### config.mk
export PLATFORM = sky130hd
export DESIGN_NAME = add_arbiter_flat
export DESIGN_NICKNAME = d
export VERILOG_FILES = /design/src/rtl/add_arbiter_pkg.sv /design/src/rtl/add_arbiter_if.sv /design/src/rtl/add_arbiter_add.sv /design/src/rtl/add_arbiter_rr_pick.sv /design/src/rtl/add_arbiter.sv /design/src/flat_wrapper.sv
export SDC_FILE = /design/constraint.sdc
export NUM_CORES = 1
export LEC_CHECK = 0
export BUFFER_PORTS_ARGS = -buffer_cell sky130_fd_sc_hd__buf_4
export CAP_MARGIN = 20
export CORE_MARGIN = 2
export CORE_UTILIZATION = 35
export DETAILED_ROUTE_END_ITERATION = 6
export PLACE_DENSITY = 0.66
export SETUP_SLACK_MARGIN = 0.2
export SYNTH_ARGS = -nofsm -noshare
export SYNTH_HDL_FRONTEND = slang
export SYNTH_SLANG_ARGS = --single-unit
### constraint.sdc
create_clock -name clk -period 6.7 [get_ports clk]
set_clock_uncertainty 0.1 [all_clocks]
set_input_delay 0 -clock clk [delete_from_list [all_inputs] [get_ports clk]]
set_output_delay 0 -clock clk [all_outputs]
set_load 0.005 [all_outputs]
### src/rtl/add_arbiter_pkg.sv
// Shared definitions for the ADD-unit arbiter: state encoding, default
// datapath width and the signed-overflow rule used on the sum.
package add_arbiter_pkg;

    // Default operand width, shared with the ADD unit.
    localparam int DATA_WIDTH = 32;

    // IDLE: result register empty.  HOLD: result register full.
    typedef enum logic [0:0] {
        IDLE = 1'b0,
        HOLD = 1'b1
    } arb_state_e;

    // Signed overflow: both operands share a sign that the sum does not.
    function automatic logic add_ovf(input logic a_msb, input logic b_msb, input logic sum_msb);
        return (a_msb == b_msb) && (sum_msb != a_msb);
    endfunction

endpackage

### src/rtl/add_arbiter_if.sv
// Request/response bundle between the requesters plus result consumer
// (master) and the arbiter (slave).
interface add_arbiter_if
    import add_arbiter_pkg::*;
#(
    parameter int NUM_REQ = 4,
    parameter int WIDTH   = DATA_WIDTH,
    parameter int ID_W    = 2,
    parameter int CNT_W   = 16
);
    logic [NUM_REQ-1:0]       req_valid;
    logic [NUM_REQ*WIDTH-1:0] req_a;
    logic [NUM_REQ*WIDTH-1:0] req_b;
    logic [NUM_REQ-1:0]       req_ready;
    logic                     resp_valid;
    logic                     resp_ready;
    logic [ID_W-1:0]          resp_id;
    logic [WIDTH-1:0]         resp_sum;
    logic                     resp_ovf;
    logic [CNT_W-1:0]         ops_done;

    modport master (
        output req_valid, req_a, req_b, resp_ready,
        input  req_ready, resp_valid, resp_id, resp_sum, resp_ovf, ops_done
    );

    modport slave (
        input  req_valid, req_a, req_b, resp_ready,
        output req_ready, resp_valid, resp_id, resp_sum, resp_ovf, ops_done
    );
endinterface

### src/rtl/add_arbiter_add.sv
// The datapath ADD unit: plain modulo-2^WIDTH addition, carry-out dropped.
module add_unit
    import add_arbiter_pkg::*;
#(
    parameter int WIDTH = DATA_WIDTH
) (
    input  logic [WIDTH-1:0] a,
    input  logic [WIDTH-1:0] b,
    output logic [WIDTH-1:0] sum
);
    assign sum = a + b;
endmodule

### src/rtl/add_arbiter_rr_pick.sv
// Round-robin pick: first set request scanning upward from rr_ptr with
// wrap-around.  Produces both the one-hot grant and its index.
module rr_pick #(
    parameter int NUM_REQ = 4,
    parameter int ID_W    = 2
) (
    input  logic [ID_W-1:0]    rr_ptr,
    input  logic [NUM_REQ-1:0] req_valid,
    output logic [NUM_REQ-1:0] grant_oh,
    output logic [ID_W-1:0]    grant_idx,
    output logic               grant_any
);
    logic [2*NUM_REQ-1:0] dbl;
    logic [NUM_REQ-1:0]   rot;
    int                   pos;

    // Rotate requests so rr_ptr sits at bit 0, then take the lowest set bit.
    always_comb begin
        // NOTE: every output gets a default first so no path leaves it unassigned (no latch).
        grant_any = 1'b0;
        grant_idx = '0;
        pos       = 0;
        dbl       = {req_valid, req_valid};
        rot       = NUM_REQ'(dbl >> rr_ptr);
        // Descending scan: the last hit written is the lowest offset.
        for (int i = NUM_REQ - 1; i >= 0; i--) begin
            if (rot[i]) begin
                pos = int'(rr_ptr) + i;
                if (pos >= NUM_REQ) begin
                    pos = pos - NUM_REQ;
                end
                grant_any = 1'b1;
                grant_idx = ID_W'(pos);
            end
        end
    end

    // Decode the picked index back to a one-hot vector.
    always_comb begin
        grant_oh = '0;
        for (int j = 0; j < NUM_REQ; j++) begin
            grant_oh[j] = grant_any && (grant_idx == ID_W'(j));
        end
    end
endmodule

### src/rtl/add_arbiter.sv
// Shares one ADD unit between NUM_REQ requesters.  One result register;
// a new operation is accepted whenever that register is empty or is being
// drained in the same cycle, so back-to-back issue has no bubble.
module add_arbiter
    import add_arbiter_pkg::*;
#(
    parameter int NUM_REQ = 4,
    parameter int WIDTH   = DATA_WIDTH,
    parameter int ID_W    = 2,
    parameter int CNT_W   = 16
) (
    input  logic         clk,
    input  logic         reset,
    add_arbiter_if.slave bus
);
    arb_state_e         state, state_next;
    logic [ID_W-1:0]    rr_ptr, rr_ptr_next;
    logic [NUM_REQ-1:0] grant_oh;
    logic [ID_W-1:0]    grant_idx;
    logic               grant_any;
    logic               accept;
    logic               grant;
    logic [WIDTH-1:0]   op_a, op_b, sum;
    logic               ovf;

    logic [WIDTH-1:0]   resp_sum_q;
    logic [ID_W-1:0]    resp_id_q;
    logic               resp_ovf_q;
    logic [CNT_W-1:0]   ops_done_q;

    rr_pick #(
        .NUM_REQ (NUM_REQ),
        .ID_W    (ID_W)
    ) u_pick (
        .rr_ptr    (rr_ptr),
        .req_valid (bus.req_valid),
        .grant_oh  (grant_oh),
        .grant_idx (grant_idx),
        .grant_any (grant_any)
    );

    // The result register can take a new value when empty or being drained.
    assign accept = (state == IDLE) || ((state == HOLD) && bus.resp_ready);
    assign grant  = accept && grant_any;

    // Grant depends only on valids, pointer and consumer state, never on data.
    assign bus.req_ready = grant ? grant_oh : '0;

    // Steer the granted requester's operands into the single ADD unit.
    always_comb begin
        op_a = '0;
        op_b = '0;
        for (int i = 0; i < NUM_REQ; i++) begin
            if (grant_oh[i]) begin
                op_a = bus.req_a[i*WIDTH +: WIDTH];
                op_b = bus.req_b[i*WIDTH +: WIDTH];
            end
        end
    end

    add_unit #(
        .WIDTH (WIDTH)
    ) u_add (
        .a   (op_a),
        .b   (op_b),
        .sum (sum)
    );

    assign ovf = add_ovf(op_a[WIDTH-1], op_b[WIDTH-1], sum[WIDTH-1]);

    // Next state: fill on grant, drain to IDLE only when nothing replaces it.
    always_comb begin
        state_next = state;
        unique case (state)
            IDLE: if (grant) state_next = HOLD;
            HOLD: if (bus.resp_ready) state_next = grant ? HOLD : IDLE;
            default: state_next = IDLE;
        endcase
    end

    // Pointer moves to the slot after the winner on every grant.
    always_comb begin
        rr_ptr_next = rr_ptr;
        if (grant) begin
            rr_ptr_next = (grant_idx == ID_W'(NUM_REQ - 1)) ? '0 : grant_idx + ID_W'(1);
        end
    end

    // State and pointer registers.
    always_ff @(posedge clk) begin
        // NOTE: sequential state uses non-blocking assignments so all flops update together.
        if (reset) begin
            state  <= IDLE;
            rr_ptr <= '0;
        end else begin
            state  <= state_next;
            rr_ptr <= rr_ptr_next;
        end
    end

    // Result register: captures sum, overflow and owner on each grant.
    always_ff @(posedge clk) begin
        if (reset) begin
            resp_sum_q <= '0;
            resp_id_q  <= '0;
            resp_ovf_q <= 1'b0;
        end else if (grant) begin
            resp_sum_q <= sum;
            resp_id_q  <= grant_idx;
            resp_ovf_q <= ovf;
        end
    end

    // Completed-response counter, sticking at all-ones.
    always_ff @(posedge clk) begin
        if (reset) begin
            ops_done_q <= '0;
        end else if ((state == HOLD) && bus.resp_ready && (ops_done_q != '1)) begin
            ops_done_q <= ops_done_q + CNT_W'(1);
        end
    end

    assign bus.resp_valid = (state == HOLD);
    assign bus.resp_sum   = resp_sum_q;
    assign bus.resp_id    = resp_id_q;
    assign bus.resp_ovf   = resp_ovf_q;
    assign bus.ops_done   = ops_done_q;
endmodule

### src/flat_wrapper.sv
// flat-port wrapper written by rule: the top's interface ports become plain ports
module add_arbiter_flat import add_arbiter_pkg::*;
#(
    parameter int NUM_REQ = 4,
    parameter int WIDTH   = DATA_WIDTH,
    parameter int ID_W    = 2,
    parameter int CNT_W   = 16
)
  (clk, reset, bus_req_valid, bus_req_a, bus_req_b, bus_resp_ready, bus_req_ready, bus_resp_valid, bus_resp_id, bus_resp_sum, bus_resp_ovf, bus_ops_done);
  add_arbiter_if #(.NUM_REQ(NUM_REQ), .WIDTH(WIDTH), .ID_W(ID_W), .CNT_W(CNT_W)) bus_i ();
  input  logic clk;
  input  logic reset;
  input wire logic [$bits(bus_i.req_valid)-1:0] bus_req_valid;
  input wire logic [$bits(bus_i.req_a)-1:0] bus_req_a;
  input wire logic [$bits(bus_i.req_b)-1:0] bus_req_b;
  input wire logic [$bits(bus_i.resp_ready)-1:0] bus_resp_ready;
  output wire logic [$bits(bus_i.req_ready)-1:0] bus_req_ready;
  output wire logic [$bits(bus_i.resp_valid)-1:0] bus_resp_valid;
  output wire logic [$bits(bus_i.resp_id)-1:0] bus_resp_id;
  output wire logic [$bits(bus_i.resp_sum)-1:0] bus_resp_sum;
  output wire logic [$bits(bus_i.resp_ovf)-1:0] bus_resp_ovf;
  output wire logic [$bits(bus_i.ops_done)-1:0] bus_ops_done;
  assign bus_i.req_valid = bus_req_valid;
  assign bus_i.req_a = bus_req_a;
  assign bus_i.req_b = bus_req_b;
  assign bus_i.resp_ready = bus_resp_ready;
  assign bus_req_ready = bus_i.req_ready;
  assign bus_resp_valid = bus_i.resp_valid;
  assign bus_resp_id = bus_i.resp_id;
  assign bus_resp_sum = bus_i.resp_sum;
  assign bus_resp_ovf = bus_i.resp_ovf;
  assign bus_ops_done = bus_i.ops_done;
  add_arbiter #(.NUM_REQ(NUM_REQ), .WIDTH(WIDTH), .ID_W(ID_W), .CNT_W(CNT_W)) u_core (.clk(clk), .reset(reset), .bus(bus_i));
endmodule
# ---- Word level (Yosys, flattened, before mapping)
# Index checks and enable logic that the tools add are counted.
dict set report op_classes {
  n_mux 25
  n_shift 1
  n_eq_ne 6
  reduce_logical 10
  add_sub_neg 10
  n_bitwise 1
  magnitude_cmp 4
}
# op n
set ops {}
lappend ops {{32-bit two-way mux} 8}
lappend ops {{32-bit adder} 1}
lappend ops {{2-bit two-way mux} 9}
lappend ops {{16-bit by 1-bit adder with 16-bit output (second input constant)} 1}
lappend ops {{16-bit != test (second input constant)} 1}
lappend ops {{3-bit greater-or-equal comparator (second input constant)} 3}
lappend ops {{1-bit logical AND} 8}
lappend ops {{8-bit by 2-bit right shift with 4-bit output} 1}
lappend ops {{2-bit by 1-bit subtractor with 2-bit output (second input constant)} 4}
lappend ops {{2-bit by 2-bit adder with 3-bit output (second input constant)} 2}
lappend ops {{1-bit two-way mux} 6}
lappend ops {{2-bit == test (second input constant)} 2}
lappend ops {{4-bit two-way mux} 1}
lappend ops {{2-bit by 1-bit adder with 3-bit output (second input constant)} 1}
lappend ops {{2-bit by 3-bit greater-or-equal comparator with 1-bit output (second input constant)} 1}
lappend ops {{2-bit by 1-bit adder with 2-bit output (second input constant)} 1}
lappend ops {{2-bit by 1-bit == test with 1-bit output (second input constant)} 1}
lappend ops {{2-bit logical NOT} 1}
lappend ops {{1-bit case mux with 2 select lines} 1}
lappend ops {{1-bit == test} 1}
lappend ops {{1-bit logical OR} 1}
lappend ops {{1-bit != test} 1}
lappend ops {{1-bit inverter} 1}
dict set report word_totals {
  register_bits 54
  out_inout_bits 56
  elab_cells 63
  input_bits 263
}

# ---- Depth between registers and ports, before layout
dict set report logic_depth {
  depth_word 16
  depth_mapped 21
  ltp_nobuf 20
}

# ---- Hierarchy
# From an unflattened synthesis, not the netlist that was laid out.
dict set report unflattened {
  cells_unflattened 844
  hier_area_um2 5997.0
}
# mod seq_area_each_um2 cells_per_inst area_each_um2 n_inst
set modules_own_cells {}
lappend modules_own_cells {add_arbiter 1081.0 576 4076.4 1}
lappend modules_own_cells {add_unit 0.0 236 1712.9 1}
lappend modules_own_cells {rr_pick 0.0 32 207.7 1}

# ---- Worst setup path before layout
# OpenSTA, ideal clock, no wires.
dict set report synth_path {
  path_kind {reg-to-reg}
  start {reg u_core.rr_ptr[1]}
  end {reg u_core.resp_sum_q[28], in the netlist u_core.bus.resp_sum[28]}
  period_less_slack_ps 4755
  stages_incl_launch_ff 21
  setup_time_ps 70
  arrival_ps 4585
  path_buffers 2
  required_ps 6530
  setup_slack_ps 1945
  path_cell_list {dfxtp_1 mux2i_1 nor2_1 a311oi_1 inv_1 ha_1 nor3b_1 clkbuf_1 clkbuf_1 a221o_1 o21ai_0 o21ai_0 fa_1 a211oi_1 o21ai_1 o21ai_0 a211o_1 a21oi_1 o21a_1 or3_1 a21oi_1}
}
dict set report synth_between {
  elab_chain_len 14
  word_cells_on_any_way 42
  classes_between {add/sub: 8; order compare: 4; eq/ne: 3; shift: 1; mux: 20; reduce/logical: 6}
}
# element line
set synth_rtl {}
lappend synth_rtl {{start, declared} add_arbiter.sv:17} ;# logic [ID_W-1:0] rr_ptr, rr_ptr_next;
lappend synth_rtl {{start signal, assigned} add_arbiter.sv:97} ;# rr_ptr <= rr_ptr_next;
lappend synth_rtl {{2-bit by 2-bit adder with 3-bit output} add_arbiter_rr_pick.sv:28} ;# pos = int'(rr_ptr) + i;
lappend synth_rtl {{3-bit greater-or-equal comparator} add_arbiter_rr_pick.sv:29} ;# if (pos >= NUM_REQ) begin
lappend synth_rtl {{2-bit two-way mux} add_arbiter_rr_pick.sv:29}
lappend synth_rtl {{2-bit two-way mux (3 in series)} add_arbiter_rr_pick.sv:27} ;# if (rot[i]) begin
lappend synth_rtl {{2-bit two-way mux *} add_arbiter_rr_pick.sv:27}
lappend synth_rtl {{net u_core.grant_idx[0]} add_arbiter.sv:19} ;# logic [ID_W-1:0] grant_idx;
lappend synth_rtl {{2-bit logical NOT} add_arbiter_rr_pick.sv:42} ;# grant_oh[j] = grant_any && (grant_idx == ID_W'(j));
lappend synth_rtl {{1-bit logical AND} add_arbiter_rr_pick.sv:42}
lappend synth_rtl {{32-bit two-way mux (4 in series)} add_arbiter.sv:54} ;# if (grant_oh[i]) begin
lappend synth_rtl {{32-bit adder *} add_arbiter_add.sv:11} ;# assign sum = a + b;
lappend synth_rtl {{end signal, assigned} add_arbiter.sv:108} ;# resp_sum_q <= sum;
lappend synth_rtl {{end, declared} add_arbiter.sv:26} ;# logic [WIDTH-1:0] resp_sum_q;
# The timed path passes the listed nets; every way through them passes the cells marked *.
# A chain may end at the register's enable or synchronous reset.

# ---- Worst setup path after layout
# Same ends and word-level chain as after synthesis.

==> flow_summary.ini <==
[run_status]
outcome = finished, final reports clean

[worst_hold_path]
min-delay-start = bus_resp_ready
hold_path_end = u_core.bus.resp_valid$_SDFF_PP0_
worst_hold_path_type = in2reg
holdPathStages = 3

[yosys]
seq_area_frac_synth = 0.1976
async_flop_share = 0
yosysMostFrequentCell = sky130_fd_sc_hd__o21ai_0
synthMuxAreaShare = 0.01098
mappedNetlistArea_mm2 = 0.005470
synth_top_area_frac = 0.1976
synth.yosys.warnings = 0
synth-edff-count = 0
post_synth_xor_area_fraction = 0.04803
synth_adder_area_share = 0.08600
ys_seq_elements = 54
syn_nets = 1076
synth_area_leaders = sky130_fd_sc_hd__dfxtp_1, sky130_fd_sc_hd__o21ai_0, sky130_fd_sc_hd__a221o_1, sky130_fd_sc_hd__nand2_1, sky130_fd_sc_hd__ha_1
synth.top_cells.by_count = sky130_fd_sc_hd__o21ai_0, sky130_fd_sc_hd__nand2_1, sky130_fd_sc_hd__a21oi_1
synth_area_leader_cell = sky130_fd_sc_hd__dfxtp_1
synth_simple_gate_area_frac = 0.2173
synth_flop_cell = sky130_fd_sc_hd__dfxtp_1
synth_area_per_cell_um2 = 7.049
synth-compound-area-share = 0.3920
netlist-cell-type-count = 52
synthesis.instances = 776
synth_top_family_by_area = compound AO/OA/AOI/OAI gates

[clocking]
cts-root-buf = sky130_fd_sc_hd__clkbuf_16
clkSlewWorstSetupHoldPaths_ps = 70
post_cts.resized_instances = 0
cts_tree = yes
clock_path_buffers = 2
cts.sink_count = 54
clock_insertion_delay_worst_skew_ps = 290
cts_buffers = 5
cts_setup_buffers = 0
cts-htree-levels = 2

[critical_path]
timing.critical_path.required_ps = 6820
crit_path_leading_delay_family = compound AO/OA/AOI/OAI gates
worstSetupEndpointType = flop
timing.critical_path.slowest_stage_cell = sky130_fd_sc_hd__a311oi_1
worst_r2r_endpoint = u_core.bus.resp_sum[28]$_SDFFE_PP0P_
crit_arrival_ps = 5660
r2r_slack_ps = 1150
critical_path.n_buffers_inverters = 2
timing.critical_path.slowest_cell_delay_ps = 580
path_class = reg2reg
cp-start-kind = flop
cp_common_cell = sky130_fd_sc_hd__o21ai_0
timing.rr.start = u_core.rr_ptr[1]$_SDFFE_PP0P_
critical_path_peak_fanout = 64
critical_path.cell_chain = mux2i_1 > nor2_1 > a311oi_1 > inv_1 > ha_1 > nor3b_2 > buf_4 > a221o_1 > o21ai_0 > o21ai_0 > ha_1 > fa_1 > a211oi_1 > o21ai_1 > o21ai_0 > a211o_1 > a21oi_1 > o21a_1 > or3_1 > a21oi_1
r2r_cells = 20

[sta]
sum_neg_setup_slack_ps = 0
max_freq_mhz = 180.3
final.hold.worst_slack_ps = 65.63
setup_viol = 0
timing.final.ws_setup_ps = 1154
post-route-period-util = 0.8278
finalMaxSlewViolations = 0
final_period_minus_worst_setup_slack_ps = 5546
rsz0062_at_grt = false
hold_violations = 0
timing.max_slew.rel_slack = 0.3474
worst_slew_pin_slew_ps = 975.5

[die]
core_footprint_mm2 = 0.01526
num_io_pins = 319
floorplan.die_area_mm2 = 0.01664
dieHeight_um = 129.0
total_number_of_placement_rows = 45
die_w_um = 129.0
initial_utilization = 0.3585

[global_routing]
grt_first_pass_wirelength_um = 32420
grt_pass1_vias = 6283
grt.overflow.total = 0
grt_max_degree = 93
antenna_found_initial = 0
grt_usage = 0.2412

[power]
p_seq_frac = 0.199
clock_power_share = 0.127
cell_internal_pwr_w = 0.001324
p_comb_frac = 0.674
power.switching_w = 0.0009954
standby_leakage_power_nw = 3.743
power.switching_fraction = 0.4292
vdd.ir_drop.worst_uv = 111.1
cellPowerDensity_mw_per_mm2 = 284.5

[detailed_routing]
drt-vias-per-instance = 5.416
drc = 0
detail_route.wl_per_cell_um = 16.99
total_vias_in_the_final_route = 6841
detail_route.wirelength_um = 21460
drtAntennaViolNets = 0
drtPass1Iterations = 5
drt-initial-drc-count = 377

[flow_run]
max-cap-violations = 0

[placement]
portBuffers = 318
dpl-instance-area_mm2 = 0.007963
globalplace.congestion = 0.8985
dp_slack_ps = 1203
dp_hpwl_um = 17080

[layout]
final_nets = 1352
drive_gt1_frac = 0.3270
finalInstanceArea_mm2 = 0.008152
area.growth.synth_to_final_pct = 49.02
n_fill_cell = 1557
diode_count = 0
[power by group through the flow]
stage                     clock, W  sequential (W)  combinational [W]
after floorplan                  0        0.000470           0.000998
after global placement           0        0.000463            0.00155
after detailed placement         0        0.000467            0.00155
after CTS                 0.000298        0.000462            0.00156
after global routing      0.000311        0.000473            0.00173
final                     0.000294        0.000462            0.00156
[placed cells by master, fill, tap and decap left out, types with 3 or more instances in the layout]
cell type / instances
sky130_fd_sc_hd__a21o_1: 17
sky130_fd_sc_hd__nor2_1: 28
sky130_fd_sc_hd__nand2_1: 125
sky130_fd_sc_hd__nor4b_1: 4
sky130_fd_sc_hd__a221o_1: 62
sky130_fd_sc_hd__nand3b_1: 7
sky130_fd_sc_hd__o21ai_0: 143
sky130_fd_sc_hd__or3_1: 5
sky130_fd_sc_hd__inv_1: 8
sky130_fd_sc_hd__and2_1: 3
sky130_fd_sc_hd__ha_1: 36
sky130_fd_sc_hd__nand2b_1: 5
sky130_fd_sc_hd__and3_1: 10
sky130_fd_sc_hd__a31oi_1: 8
sky130_fd_sc_hd__buf_4: 326
sky130_fd_sc_hd__nor2b_1: 3
sky130_fd_sc_hd__mux2i_1: 6
sky130_fd_sc_hd__nor3_1: 15
sky130_fd_sc_hd__o21a_1: 6
sky130_fd_sc_hd__clkbuf_16: 5
sky130_fd_sc_hd__nand4_1: 6
sky130_fd_sc_hd__a21oi_1: 63
sky130_fd_sc_hd__xor2_1: 15
sky130_fd_sc_hd__nand3_1: 18
sky130_fd_sc_hd__dfxtp_1: 54
sky130_fd_sc_hd__a311oi_1: 3
sky130_fd_sc_hd__nor3b_1: 7
sky130_fd_sc_hd__a211oi_1: 6
sky130_fd_sc_hd__and4_1: 4
sky130_fd_sc_hd__xnor2_1: 15
sky130_fd_sc_hd__o31ai_1: 4
sky130_fd_sc_hd__a211o_1: 3
[state kept, by name, summed over array words and instances (netlist names)]
signal,cells
u_core.bus.resp_sum,32
u_core.bus.ops_done,16
u_core.bus.resp_id,2
u_core.rr_ptr,2
u_core.bus.resp_ovf,1
u_core.bus.resp_valid,1
[worst reg2reg max path, cell delays in order (launching register included)]
cell                       delay (ps)
sky130_fd_sc_hd__dfxtp_1          430
sky130_fd_sc_hd__mux2i_1          220
sky130_fd_sc_hd__nor2_1            50
sky130_fd_sc_hd__a311oi_1         580
sky130_fd_sc_hd__inv_1            160
sky130_fd_sc_hd__ha_1             250
sky130_fd_sc_hd__nor3b_2          150
sky130_fd_sc_hd__buf_4            320
sky130_fd_sc_hd__a221o_1          440
sky130_fd_sc_hd__o21ai_0           70
sky130_fd_sc_hd__o21ai_0          120
sky130_fd_sc_hd__ha_1             270
sky130_fd_sc_hd__fa_1             430
sky130_fd_sc_hd__a211oi_1         260
sky130_fd_sc_hd__o21ai_1          190
sky130_fd_sc_hd__o21ai_0          330
sky130_fd_sc_hd__a211o_1          260
sky130_fd_sc_hd__a21oi_1          120
sky130_fd_sc_hd__o21a_1           230
sky130_fd_sc_hd__or3_1            340
sky130_fd_sc_hd__a21oi_1          150
[metrics by stage]
step / util / instances / power (W)
after floorplan: - / 776 / 0.001467
after global placement: 0.5219 / 1254 / 0.002010
after detailed placement: 0.5219 / 1254 / 0.002014
after CTS: 0.5342 / 1263 / 0.002317
after global routing: 0.5342 / 1263 / 0.002515
final: 0.5342 / 1263 / 0.002319
[what timing repair did]
| action | 4_1_cts | 5_1_grt |
|---|---|---|
| endpoints found under the hold margin | 1 | 0 |
| endpoints found under the setup margin | 0 | 0 |
| hold buffers | 2 | 0 |
[worst max-delay path by stage]
stage | start | end | slack [ps] | cells past startpoint
floorplan | u_core.rr_ptr[1]$_SDFFE_PP0P_ | u_core.bus.resp_sum[28]$_SDFFE_PP0P_ | 1950 | 20
global placement | u_core.rr_ptr[1]$_SDFFE_PP0P_ | u_core.bus.resp_sum[28]$_SDFFE_PP0P_ | 1360 | 20
detailed placement | u_core.rr_ptr[1]$_SDFFE_PP0P_ | u_core.bus.resp_sum[28]$_SDFFE_PP0P_ | 1200 | 20
CTS | u_core.rr_ptr[1]$_SDFFE_PP0P_ | u_core.bus.resp_sum[28]$_SDFFE_PP0P_ | 1160 | 20
global route | u_core.rr_ptr[1]$_SDFFE_PP0P_ | u_core.bus.resp_sum[28]$_SDFFE_PP0P_ | 680 | 20
finish | u_core.rr_ptr[1]$_SDFFE_PP0P_ | u_core.bus.resp_sum[28]$_SDFFE_PP0P_ | 1150 | 20
[routing by layer]
metal	part of all wire	track usage	up-vias	wire, um
li1	-	-	3462	-
met1	0.43	0.3198	3096	9141
met2	0.50	0.4242	255	10690
met3	0.058	0.02725	28	1237
met4	0.018	0.04987	0	397
met5	0	0	-	0
[cell families (layout without fill, tap and decap cells)]
logic type	after synthesis	count (layout)
AO/OA/AOI/OAI	331	331
AND/OR/NAND/NOR	251	251
buffers and inverters	67	343
flip-flops	54	54
adder cells (fa/ha/maj)	37	37
XOR/XNOR	30	30
multiplexers	6	6
[cell type report]
type | count | area, um2 | area share
Sequential cell | 54 | 1081 | 0.1326
Multi-Input combinational cell | 655 | 4140 | 0.5079
Clock inverter | 1 | 30.03 | 0.003684
Inverter | 8 | 30.03 | 0.003684
Tap cell | 211 | 264.0 | 0.03239
Clock buffer | 6 | 138.9 | 0.01704
Timing Repair Buffer | 328 | 2467 | 0.3027
Note: power is estimated with default switching activity, not from simulation.
